### src/rtl/alu_pkg.sv
// Shared ALU operation codes and multiplier modes.
// Imported by the ALU and by the control decoder.
package alu_pkg;

  localparam logic [3:0] ALU_ADD   = 4'd0;
  localparam logic [3:0] ALU_SLL   = 4'd1;
  localparam logic [3:0] ALU_SLT   = 4'd2;
  localparam logic [3:0] ALU_RSV3  = 4'd3;
  localparam logic [3:0] ALU_XOR   = 4'd4;
  localparam logic [3:0] ALU_SRL   = 4'd5;
  localparam logic [3:0] ALU_OR    = 4'd6;
  localparam logic [3:0] ALU_AND   = 4'd7;
  localparam logic [3:0] ALU_MUL   = 4'd8;
  localparam logic [3:0] ALU_MULH  = 4'd9;
  localparam logic [3:0] ALU_RSV10 = 4'd10;
  localparam logic [3:0] ALU_MULHU = 4'd11;
  localparam logic [3:0] ALU_SUB   = 4'd12;
  localparam logic [3:0] ALU_SRA   = 4'd13;
  localparam logic [3:0] ALU_SLTU  = 4'd14;
  localparam logic [3:0] ALU_BSEL  = 4'd15;

  typedef enum logic [1:0] {
    MUL_LO = 2'd0,
    MUL_HS = 2'd1,
    MUL_HU = 2'd2
  } mul_mode_e;

endpackage

### src/rtl/alu_mul.sv
// 32x32 multiplier returning the low half or a signed/unsigned
// high half of the 64-bit product.
module alu_mul
  import alu_pkg::*;
(
  input  logic [31:0] i_a,
  input  logic [31:0] i_b,
  input  mul_mode_e   i_mode,
  output logic [31:0] o_res
);

  logic        w_sa;
  logic        w_sb;
  logic [63:0] w_ea;
  logic [63:0] w_eb;
  logic [63:0] w_p;

  // Low 64 bits of an unsigned multiply of the extended operands
  // equal the signed product when both are sign-extended.
  assign w_sa = (i_mode == MUL_HS) & i_a[31];
  assign w_sb = (i_mode == MUL_HS) & i_b[31];
  assign w_ea = {{32{w_sa}}, i_a};
  assign w_eb = {{32{w_sb}}, i_b};
  assign w_p  = w_ea * w_eb;

  always_comb begin
    o_res = 32'd0;
    case (i_mode)
      MUL_LO:  o_res = w_p[31:0];
      MUL_HS:  o_res = w_p[63:32];
      MUL_HU:  o_res = w_p[63:32];
      default: o_res = 32'd0;
    endcase
  end

endmodule

### src/rtl/rv_alu.sv
// RV32IM execute-stage ALU: combinational result plus
// a registered copy for the next pipeline stage.
module rv_alu
  import alu_pkg::*;
(
  input  logic        clk,
  input  logic        rst,
  input  logic [31:0] A,
  input  logic [31:0] B,
  input  logic [3:0]  ALUSel,
  output logic [31:0] Out,
  output logic [31:0] OutReg
);

  logic [4:0]  w_sh;
  logic [31:0] w_sra;
  logic [31:0] w_mul;
  logic [31:0] w_out;
  mul_mode_e   w_mode;
  logic [31:0] r_out;

  assign w_sh  = B[4:0];
  assign w_sra = $signed(A) >>> w_sh;

  always_comb begin
    w_mode = MUL_LO;
    if (ALUSel == ALU_MULH)  w_mode = MUL_HS;
    if (ALUSel == ALU_MULHU) w_mode = MUL_HU;
  end

  alu_mul u_mul (
    .i_a    (A),
    .i_b    (B),
    .i_mode (w_mode),
    .o_res  (w_mul)
  );

  always_comb begin
    w_out = 32'd0;
    case (ALUSel)
      ALU_ADD:   w_out = A + B;
      ALU_SLL:   w_out = A << w_sh;
      ALU_SLT:   w_out = {31'd0, $signed(A) < $signed(B)};
      ALU_XOR:   w_out = A ^ B;
      ALU_SRL:   w_out = A >> w_sh;
      ALU_OR:    w_out = A | B;
      ALU_AND:   w_out = A & B;
      ALU_MUL:   w_out = w_mul;
      ALU_MULH:  w_out = w_mul;
      ALU_MULHU: w_out = w_mul;
      ALU_SUB:   w_out = A - B;
      ALU_SRA:   w_out = w_sra;
      ALU_SLTU:  w_out = {31'd0, A < B};
      ALU_BSEL:  w_out = B;
      default:   w_out = 32'd0;
    endcase
  end

  assign Out = w_out;

  always_ff @(posedge clk) begin
    if (rst) r_out <= 32'd0;
    else     r_out <= w_out;
  end

  assign OutReg = r_out;

endmodule

### config.mk
export PLATFORM = sky130hd
export DESIGN_NAME = rv_alu
export DESIGN_NICKNAME = d
export VERILOG_FILES = /design/src/rtl/alu_pkg.sv /design/src/rtl/alu_mul.sv /design/src/rtl/rv_alu.sv
export SDC_FILE = /design/constraint.sdc
export NUM_CORES = 2
export LEC_CHECK = 0
export ABC_CLOCK_PERIOD_IN_PS = 12240
export CELL_PAD_IN_SITES_DETAIL_PLACEMENT = 1
export CELL_PAD_IN_SITES_GLOBAL_PLACEMENT = 1
export CORE_ASPECT_RATIO = 1.2
export CORE_MARGIN = 2
export CORE_UTILIZATION = 40
export CTS_CLUSTER_SIZE = 12
export DETAILED_ROUTE_END_ITERATION = 8
export PLACE_DENSITY = 0.7
export SLEW_MARGIN = 10
export SYNTH_ARGS = -nofsm -noshare
export SYNTH_HDL_FRONTEND = slang
export SYNTH_SLANG_ARGS = --single-unit
### constraint.sdc
create_clock -name clk -period 12.24 [get_ports clk]
set_input_delay 1.836 -clock clk [delete_from_list [all_inputs] [get_ports clk]]
set_output_delay 1.836 -clock clk [all_outputs]
set_load 0.02 [all_outputs]
==> results.txt <==
The count of final hold-check violations came out at 0. Of the total synthesized cell area, the portion taken by full adders, half adders and majority gates is 0.5561. In this run the worst hold path is classified as in -> reg.

The length of routed met3 wiring came out at 15,260 um. The number of antenna violations at the first check in global routing is 13. The synthesized-area fraction occupied by xor and xnor cells is 0.01419. The portion of synthesized area spent on multiplexers is 0.03257. The worst setup path is launched from an input pin. The floorplan has 138 rows.

The half-perimeter wire length after detailed placement came out at 206,500 um. Entering global routing, the biggest net connects 45 pins. The die outline height came out at 381.6 um. After clock tree synthesis, the flow added hold-fix buffers numbering 0. Once detail routing completed, the nets flagged for antenna violations numbered 0. The clock-pin slew of the registers on the worst-case setup and hold paths came out at 0.05 ns. The clock period minus final worst setup slack came out at 12.06 ns. The prevailing post-synth register cell is sky130_fd_sc_hd__dfxtp_1.

The number of clock buffers inserted by TritonCTS is 5. By area, the combinational part of the netlist is dominated by adder cells. The synthesized design spends more area on one cell type than any other, namely sky130_fd_sc_hd__fa_1. Data on the critical path arrives at its endpoint at roughly 10 ns. The share of the cycle needed by the critical path after routing is 0.9849. Of the total synthesized cell area, the portion taken by AND, OR, NAND and NOR gates is 0.1474.

The H-tree depth is 2. The number of warnings printed during yosys synthesis is 0. The post-layout instance count excluding filler cells is 7,794. The fraction of final layout cells with drive strength greater than 1 is 0.1555.

The uppermost metal layer occupied by signal nets is met5. The number of pins exceeding their max-slew limit in the final report came out at 0. The cell at the root of the clock tree is sky130_fd_sc_hd__clkbuf_16. The top-area cell type share of the netlist area is 0.4747. The area added between synthesis and finish is 18.29%. The vias per cell came out at about 5.7. Detailed routing placed a total of 114,300 um of wire on met2. The critical path in this run is classified as in -> out.

Dividing the detail-routed wire length by the instance count gives 30.66 um. For this run, the slowest stage of the critical path takes 0.69 ns. The remaining global-route overflow came out at 0. The buffer levels on the longest clock path came out at 2. Of all nets on the critical path, the largest fanout is 9. The die covers 121,600 um2. The first detailed-routing pass took 5 iterations. The layout filler cell count is roughly 14,000. For this block, the via count after detailed routing is 44,790. The number of standard cells after synthesis is between 5,000 and 6,000. The post-synth net total is 7,237. Synthesis instantiated 92 different standard cells from the library. The mean instance size in the synthesized netlist came out at 8.293 um2. The total wire length after detailed routing is 238,900 um.

The portion of the post-synthesis area used by sequential elements is 0.01348. The register with the most flip-flops in the layout has 32 of them. The number of DRC violations after detailed-routing iteration 0 is 3,260. The post-synthesis cell area is between 40,000 and 50,000 um2. Counting tap cells, the placed design contains a total of a little under 8,000 instances. Yosys instantiated no cell more often than sky130_fd_sc_hd__inv_1. The die outline width is approximately 320 um.

The count of endpoints failing setup in the final report is 0. The flop and latch count out of synthesis is 32. At the worst endpoint, the required time is 10.40 ns. CTS saw 32 sinks. Port buffering added 133 buffers. The detailed-routing wirelength on met1 came out at 88,030 um.

The run finished with clean final reports. The transition time at the pin with the least slew margin came out at 1.086 ns. The number of flops mapped to enable cells by yosys is 0.

The effective utilization at floorplan came out at 0.4030. The via count of the first global-routing pass came out at 50,550. The global-route wire length before repair is 348,200 um. The TritonCTS clock tree is yes. The placer congestion estimate is approximately 1.0.

The worst max-slew margin expressed relative to the limit is 0.2684. The highest achievable clock rate came out at 82.95 MHz. By area the synthesized netlist is led by sky130_fd_sc_hd__fa_1 (47%), sky130_fd_sc_hd__inv_1 (9.8%), sky130_fd_sc_hd__ha_1 (8.1%), sky130_fd_sc_hd__nand2_1 (7.4%), sky130_fd_sc_hd__nor2_1 (4.0%). The number of max-cap violations came out at 0.

The number of nets at the end of the flow is about 7,800. For this design, the slowest cell found on the critical path is sky130_fd_sc_hd__or4b_2. The number of top-level pins is 134. The compound-gate portion of the synthesized area came out at 0.1076.

The global-route total usage across every layer came out at 0.3961. The core footprint is between 100,000 and 150,000 um2. In this design, the critical path's most frequently occurring cell is sky130_fd_sc_hd__fa_1. In the synthesized netlist, the cells that appear most often are sky130_fd_sc_hd__inv_1 (1,236), sky130_fd_sc_hd__fa_1 (1,127), sky130_fd_sc_hd__nand2_1 (934), sky130_fd_sc_hd__nor2_1 (510), sky130_fd_sc_hd__ha_1 (309). STA classifies the critical path endpoint as an output pin. For this run, design rule violations remaining after detail routing come to 0. The proportion of register bits with asynchronous set or reset after synthesis is 0.
## worst paths after layout
| path | endpoint | cells after the start | from | slack [ns] |
|---|---|---|---|---|
| worst max-delay path | Out[20] | 30 | ALUSel[3] | 0.18 |
| worst min-delay path | OutReg[6]$_SDFF_PP0_ | 2 | rst | 2.07 |
## cells by family after synthesis
group | after synthesis
buffers and inverters | 1612
muxes | 109
DFF | 32
AOI/OAI and AO/OA | 754
xor gates and xnor gates | 77
and+or+nand+nor | 1711
adders and majority gates | 1436
## stage by stage
step	setup slack [ns]	cell area (um2)	TNS, ns	util	hold slack [ns]
after floorplan	0.04234	47530	0	-	1.908
after global placement	-0.7305	55480	-6.815	0.4705	2.636
after detailed placement	-0.8219	55480	-10.14	0.4705	2.634
after CTS	-0.03794	55830	-0.03794	0.4734	2.511
after global routing	-0.05519	56210	-0.1565	0.4767	2.104
final	0.1843	56220	0	0.4767	2.073
## repair_timing
item,CTS,global route
resized for setup,81,116
setup buffers,4,8
endpoints found under the hold margin,0,0
endpoints found under the setup margin,27,32
pin swaps,9,24
## layout make-up
class / count / area (um2) / share of cell area
diodes: 5 / 12.51 / 0.0002225
clock buffers: 7 / 152.6 / 0.002715
inverters: 1266 / 4765 / 0.08475
multi-input cells: 4087 / 41290 / 0.7345
flip-flops and latches: 32 / 640.6 / 0.01139
well taps: 1540 / 1927 / 0.03427
repair buffers: 857 / 7431 / 0.1322
## cell usage in the layout, fill, tap and decap left out, types with 26 or more instances in the layout
master	count
sky130_fd_sc_hd__buf_4	655
sky130_fd_sc_hd__buf_2	35
sky130_fd_sc_hd__clkdlybuf4s50_1	64
sky130_fd_sc_hd__inv_1	1225
sky130_fd_sc_hd__fa_1	1121
sky130_fd_sc_hd__o21ai_0	118
sky130_fd_sc_hd__xnor2_1	54
sky130_fd_sc_hd__nor2_1	497
sky130_fd_sc_hd__ha_1	302
sky130_fd_sc_hd__a21oi_1	184
sky130_fd_sc_hd__a221oi_1	26
sky130_fd_sc_hd__nand3_1	51
sky130_fd_sc_hd__buf_12	71
sky130_fd_sc_hd__o211ai_1	35
sky130_fd_sc_hd__nor2b_1	39
sky130_fd_sc_hd__a22oi_1	26
sky130_fd_sc_hd__dfxtp_1	32
sky130_fd_sc_hd__a211oi_1	31
sky130_fd_sc_hd__mux2i_1	57
sky130_fd_sc_hd__a21o_1	50
sky130_fd_sc_hd__nor3_1	46
sky130_fd_sc_hd__mux4_2	35
sky130_fd_sc_hd__nand2_1	931
## worst max-delay path: cells and delay by family
kind | cells | cell delay (ns)
simple gates | 9 | 1.76
fa+ha+maj | 9 | 4.39
compound gates | 1 | 0.19
buf+inv | 10 | 1.82
xor+xnor | 1 | 0.20
## per-layer routing
layer,global-route usage,vias to the layer above
li1,-,18590
met1,0.4649,23650
met2,0.6713,1858
met3,0.05266,676
met4,0.2780,14
met5,0,-
Power is left out: the tool's default activity adds up to more than one toggle a clock period on the data nets, which glitch-free logic cannot reach.
